## src/rtl/decoder_scan_n.sv

```systemverilog
// Registered N-to-2^N one-hot decoder with hold (direct decode) and auto-scan modes.
// Build option: DECODER_SCAN_ACTIVE_LOW_EN makes o active-low (inactive value all ones).
module decoder_scan_n #(
  parameter int N     = 3,
  parameter int DWELL = 4
) (
  input  logic                clk,
  input  logic                rst,
  input  logic                en,
  input  logic                mode,
  input  logic                load,
  input  logic [N-1:0]        a,
  output logic [(1<<N)-1:0]   o,
  output logic [N-1:0]        sel,
  output logic                wrap,
  output logic [1:0]          state_o
);

  localparam int W  = 1 << N;
  localparam int CW = (DWELL > 1) ? $clog2(DWELL) : 1;
  localparam logic [CW-1:0] CNT_LAST = CW'(DWELL - 1);
  localparam logic [N-1:0]  SEL_LAST = {N{1'b1}};
`ifdef DECODER_SCAN_ACTIVE_LOW_EN
  localparam logic [W-1:0]  O_OFF = {W{1'b1}};
`else
  localparam logic [W-1:0]  O_OFF = {W{1'b0}};
`endif

  typedef enum logic [1:0] {
    IDLE = 2'd0,
    HOLD = 2'd1,
    SCAN = 2'd2
  } state_e;

  state_e         state_q, state_d;
  logic [N-1:0]   sel_q, sel_d;
  logic [CW-1:0]  cnt_q, cnt_d;
  logic           wrap_q, wrap_d;
  logic [W-1:0]   o_q, o_d;
  logic [W-1:0]   onehot_d;

  // Priority inside the case: load beats a mode change, which beats the dwell step.
  always_comb begin
    state_d = state_q;
    sel_d   = sel_q;
    cnt_d   = cnt_q;
    wrap_d  = 1'b0;
    if (!en) begin
      state_d = IDLE;
      cnt_d   = '0;
    end else begin
      case (state_q)
        IDLE: begin
          if (mode) begin
            state_d = SCAN;
            sel_d   = '0;
            cnt_d   = '0;
          end else begin
            state_d = HOLD;
            sel_d   = a;
          end
        end
        HOLD: begin
          if (load) begin
            sel_d = a;
          end else if (mode) begin
            state_d = SCAN;
            sel_d   = '0;
            cnt_d   = '0;
          end
        end
        SCAN: begin
          if (load) begin
            sel_d = a;
            cnt_d = '0;
          end else if (!mode) begin
            state_d = HOLD;
            cnt_d   = '0;
          end else if (cnt_q == CNT_LAST) begin
            cnt_d  = '0;
            sel_d  = sel_q + 1'b1;
            wrap_d = (sel_q == SEL_LAST);
          end else begin
            cnt_d = cnt_q + 1'b1;
          end
        end
        default: begin
          state_d = IDLE;
          cnt_d   = '0;
        end
      endcase
    end
  end

  always_comb begin
    onehot_d = {{(W-1){1'b0}}, 1'b1} << sel_d;
`ifdef DECODER_SCAN_ACTIVE_LOW_EN
    o_d = (state_d == IDLE) ? O_OFF : ~onehot_d;
`else
    o_d = (state_d == IDLE) ? O_OFF : onehot_d;
`endif
  end

  always_ff @(posedge clk) begin
    if (rst) begin
      state_q <= IDLE;
      sel_q   <= '0;
      cnt_q   <= '0;
      wrap_q  <= 1'b0;
      o_q     <= O_OFF;
    end else begin
      state_q <= state_d;
      sel_q   <= sel_d;
      cnt_q   <= cnt_d;
      wrap_q  <= wrap_d;
      o_q     <= o_d;
    end
  end

  assign o       = o_q;
  assign sel     = sel_q;
  assign wrap    = wrap_q;
  assign state_o = state_q;

endmodule

```

## config.mk

```make
export PLATFORM = sky130hd
export DESIGN_NAME = decoder_scan_n
export DESIGN_NICKNAME = d
export VERILOG_FILES = /design/src/rtl/decoder_scan_n.sv
export SDC_FILE = /design/constraint.sdc
export NUM_CORES = 1
export LEC_CHECK = 0
export CORE_AREA = 2 2 60 62
export DETAILED_ROUTE_END_ITERATION = 7
export DIE_AREA = 0 0 62 64
export PLACE_DENSITY_LB_ADDON = 0.1
export SYNTH_ARGS = -nofsm -noshare
export SYNTH_HDL_FRONTEND = slang
export SYNTH_SLANG_ARGS = --single-unit
export TNS_END_PERCENT = 20
```

## constraint.sdc

```tcl
create_clock -name clk -period 1.6 [get_ports clk]
set_clock_uncertainty 0.1 [all_clocks]
set_input_delay 0.16 -clock clk [delete_from_list [all_inputs] [get_ports clk]]
set_output_delay 0.16 -clock clk [all_outputs]
set_load 0.02 [all_outputs]
```

---- Word-level counts from Yosys, hierarchy flattened ----
Index checks and enable logic that the tools add are counted.
storage, ports and cells
  register bits ........................... 16
cells by class
  add/sub/neg operators ................... 2
  equality and inequality tests ........... 5
  shifts and indexed selects .............. 1
  muxes and demuxes ....................... 21
  bitwise gates (word level) .............. 4
  reduce and logical (&&, ||, !) cells .... 5
operator list
  operator                                              number
  2-to-1 mux 2 bit                                      11
  2-to-1 mux 3 bit                                      7
  case mux 2 bit (3 select lines)                       2
  case mux 3 bit (3 select lines)                       1
  left shift 1 x 3 -> 8 bit (first input constant)      1
  OR reduction 6 bit                                    1
  equality test 2 bit (second input constant)           2
  logical NOT 2 bit                                     2
  NOT 1 bit                                             4
  OR reduction 2 bit                                    2
  adder 3 x 1 -> 3 bit (second input constant)          1
  equality test 3 bit (second input constant)           1
  adder 2 x 1 -> 2 bit (second input constant)          1
  equality test 2 x 1 -> 1 bit (second input constant)  1
  != test 2 bit (second input constant)                 1

---- Longest topological paths before layout ----
  depth after elaboration ................. 7
  depth in mapped cells ................... 6

---- Least setup slack after synthesis ----
OpenSTA, ideal clock, no wires.
  path type ............................... flip-flop to flip-flop
  start point ............................. reg state_q[1], in the netlist state_o[1]
  end point ............................... reg o_q[1], in the netlist o[1]
  arrival time ............................ 1.576 ns
  setup slack ............................. -0.141 ns
  stages on the path, launching flop included .. 7
  buffers on the path ..................... 1
  clock period less this slack ............ 1.741 ns
  cell sequence ........................... dfxtp_1 buf_2 or3b_1 o211ai_1 a32oi_1 nand4b_1 nor2_1
between the ends
  cells in the longest elaborated chain, start to end .. 6
RTL lines
  element                                     RTL line  RTL
  start: declaration                          35        state_e state_q, state_d;
  start signal: assignment                    112       state_q <= state_d;
  2-to-1 mux 2 bit, on equally long branches  76, 66
  2-to-1 mux 2 bit, on equally long branches  73, 64
  case mux 2 bit (3 select lines)             52        case (state_q)
  2-to-1 mux 2 bit                            48        if (!en) begin
  logical NOT 2 bit                           100       o_d = (state_d == IDLE) ? O_OFF : onehot_d;
  OR reduction 2 bit (no line)                --
  end signal: assignment                      110       o_q <= O_OFF;
  end signal: assignment                      116       o_q <= o_d;
  end: declaration                            39        logic [W-1:0] o_q, o_d;
Several ways; a longest one is shown, not always the timed one.
A chain may end at the register's enable or synchronous reset.

---- Worst setup path after layout ----
  start point ............................. reg state_q[1], in the netlist state_o[1]
  end point ............................... reg o_q[3], in the netlist o[3]
The elaborated chain is that of the path after synthesis.

==> flow_metrics.env <==
export IMPL_status="complete, but fails checks"
export IMPL_violations="setup timing"
export IMPL_grt_ovfl_total=0
export IMPL_die_area_um2=3968
export IMPL_syn_nets=86
export IMPL_root_buffer="clkbuf_4"
export IMPL_core_um2=3284
export IMPL_numCtsBuffers=3
export IMPL_wl_per_cell_um=11.46
export IMPL_fill_cells=324
export IMPL_power_uw=862.6
export IMPL_synth_cell_type_count=31
export IMPL_multi_input_area_um2=457.9
export IMPL_regArea_um2=331.6
export IMPL_port_buffers=21
export IMPL_vias=720
export IMPL_htreeDepth=1
export IMPL_synth_flop_cell="dfxtp_1"
export IMPL_period_needed_ns=1.645
export IMPL_dpl_hpwl_um=1437
export IMPL_drt_wl_total_um=1903
export IMPL_hold_violations=0
export IMPL_rsz0062_at_grt="yes"
export IMPL_yosysTopAreaCell="dfxtp_1"
export IMPL_ctsLongestPathBuffers=2
export IMPL_synth_most_common_cell="dfxtp_1"
export IMPL_grt_max_degree=10
export IMPL_drv_cap=0
export IMPL_tns_ns=-0.1253
export IMPL_finalNetCount=133
export IMPL_r2r_start="state_o[1]"
export IMPL_drt_first_iter_violations=12
export IMPL_dieHeight_um=64
export IMPL_gr_usage_all_layers_pct=10.88
export IMPL_finalCritPeriodShare_pct=102.8
export IMPL_slew_viol_final=0
export IMPL_cts_hold_buf=0
export IMPL_ys_top_cells_by_count="16 x dfxtp_1, 9 x nor2_1, 4 x a32oi_1, 4 x ha_1, 3 x nand2_1"
export IMPL_worstSetupEndpointType="flop"
export IMPL_max_freq_ghz=0.6078
export IMPL_pin_count=22
export IMPL_startpoint="state_o[1]"
export IMPL_crit_required_ns=1.72
export IMPL_critPathMaxFanout=8
export IMPL_pre_cts_ws_ns=-0.3991
export IMPL_globalplace_congestion=0.7537
export IMPL_relSlewSlack_pct=76.60
export IMPL_ys_warn_count=0
export IMPL_grt_pass1_wl_um=3194
export IMPL_diodes=0
export IMPL_clk_latency_ns=0.29
export IMPL_antenna_found_initial=0
export IMPL_synth_area_per_cell_um2=9.908
export IMPL_ir_worst_vdd_uv=233.7
export IMPL_syn_area_um2=733.2
export IMPL_clock_sink_count=16
export IMPL_syn2layout_area_growth_pct=73.55
export IMPL_tightest_slew_ns=0.3510
export IMPL_syn_inst=74
export IMPL_ys_ff_latch=16
export IMPL_synth_area_leaders="dfxtp_1 44%, ha_1 6.8%, a32oi_1 4.8%"
export IMPL_cts_tree="built"
export IMPL_synth_edf_count=0
export IMPL_timing_final_ws_setup_ns=-0.04517
export IMPL_ant_nets=0
export IMPL_hold_worst_slack_ns=0.2903
export IMPL_crit_end="o[3]"
export IMPL_min_path_type="input port to flop"
export IMPL_crit_type="flop to flop"
export IMPL_drive_above_1_share_pct=43.33
export IMPL_async_flop_share_pct=0
export IMPL_reg2reg_slack_ns=-0.05
export IMPL_initial_core_util_pct=22.32
export IMPL_grt_pass1_vias=718
export IMPL_worstPathCellList="or3b_1 -> o211ai_1 -> a32oi_2 -> nand4b_1 -> nor2_1"
export IMPL_leakagePower_uw=0.0005445
export IMPL_max_stage_delay_ns=0.40
export IMPL_vias_per_cell=4.337
export IMPL_worst_r2r_path_depth=5
export IMPL_startpoint_type="flop"
export IMPL_finalSetupViolations=5
export IMPL_ys_seq_area_share_pct=43.69
export IMPL_drcViolationCount=0
export IMPL_dieWidth_um=62
export IMPL_powerDensity_nw_per_um2=677.9
export IMPL_r2r_end="o[3]"
export IMPL_num_rows=21
export IMPL_worstPathArrival_ns=1.77
export IMPL_firstDrtPassIters=4
export IMPL_synth_top_cell_area_share_pct=43.69
export IMPL_clkTransAtPathRegs_ns=0.10
export IMPL_cp_slowest_cell="dfxtp_4"
cell usage in the layout (no fill, tap or decap), drive strengths merged, types with 2 or more instances in the layout:
master	synthesis	routed
a31o	2	2
inv	2	2
dfxtp	16	16
a21oi	2	2
a32oi	4	4
nand4	2	2
clkbuf	0	4
or3b	2	2
nor2	9	9
nand2	4	4
and2	2	2
o21a	2	2
o21ai	2	2
clkdlybuf4s50	0	15
dlygate4sd2	0	3
ha	4	4
nor3	2	2
o211ai	2	2
buf	2	24
dlymetal6s2s	0	2
nor3b	4	4
a31oi	2	2
state kept, by name, summed over array words and instances, names as in the netlist:
name,count
o,8
sel,3
state_o,2
wrap,1
cnt_q,2
per-layer routing:
metal / track usage, % / part of all wire (%) / vias up
met1: 14.98 / 50 / 335
met5: 0 / 0 / -
met2: 15.89 / 45 / 11
met4: 4.787 / 1.8 / 0
li1: - / - / 370
met3: 2.429 / 2.9 / 4
logic make-up (layout without fill, tap and decap cells):
kind of cell	after synthesis	in the layout	synth area share, %
DFF	16	16	43.69
adders and majority gates	4	4	6.826
and+or+nand+nor	30	30	25.25
buffers and inverters	4	50	2.390
AOI/OAI and AO/OA	20	20	21.84
layout make-up:
| type | instances | area share, % |
|---|---|---|
| Tap cell | 46 | 4.523 |
| Clock buffer | 4 | 2.852 |
| Sequential cell | 16 | 26.06 |
| Inverter | 2 | 0.5900 |
| Timing Repair Buffer | 44 | 29.99 |
| Multi-Input combinational cell | 54 | 35.99 |
metrics by stage:
stage | area (um2) | std cells | util, %
after floorplan | 764.5 | 74 | -
after global placement | 1159 | 158 | 35.28
after detailed placement | 1159 | 158 | 35.28
after CTS | 1262 | 166 | 38.44
after global routing | 1272 | 166 | 38.74
final | 1272 | 166 | 38.74
worst max-delay path, delay by kind of cell (launching register included):
kind / cells / cell delay [ns]
compound gates: 2 / 0.35
flops: 1 / 0.40
simple gates: 3 / 0.72
report_power, final:
part / switching [uW] / internal [uW]
logic: 79.5 / 90.8
registers: 11.8 / 408
clock network: 134 / 139
worst min path at each step:
stage          depth (start not counted)      from    endpoint
3_5_place_dp                           2  cnt_q[1]    cnt_q[1]
2_1_floorplan                          1       rst      sel[2]
6_report                               2      load  state_o[0]
5_1_grt                                2      load  state_o[0]
4_1_cts                                2      load  state_o[0]
3_3_place_gp                           2  cnt_q[1]    cnt_q[1]
what timing repair did:
| action | 4_1_cts | 5_1_grt |
|---|---|---|
| resized for setup | 15 | 5 |
| setup endpoints to repair | 13 | 12 |
| pin swaps | 9 | 7 |
| buffers inserted | 5 | 1 |
No activity file was read; power rests on OpenSTA's default activity.
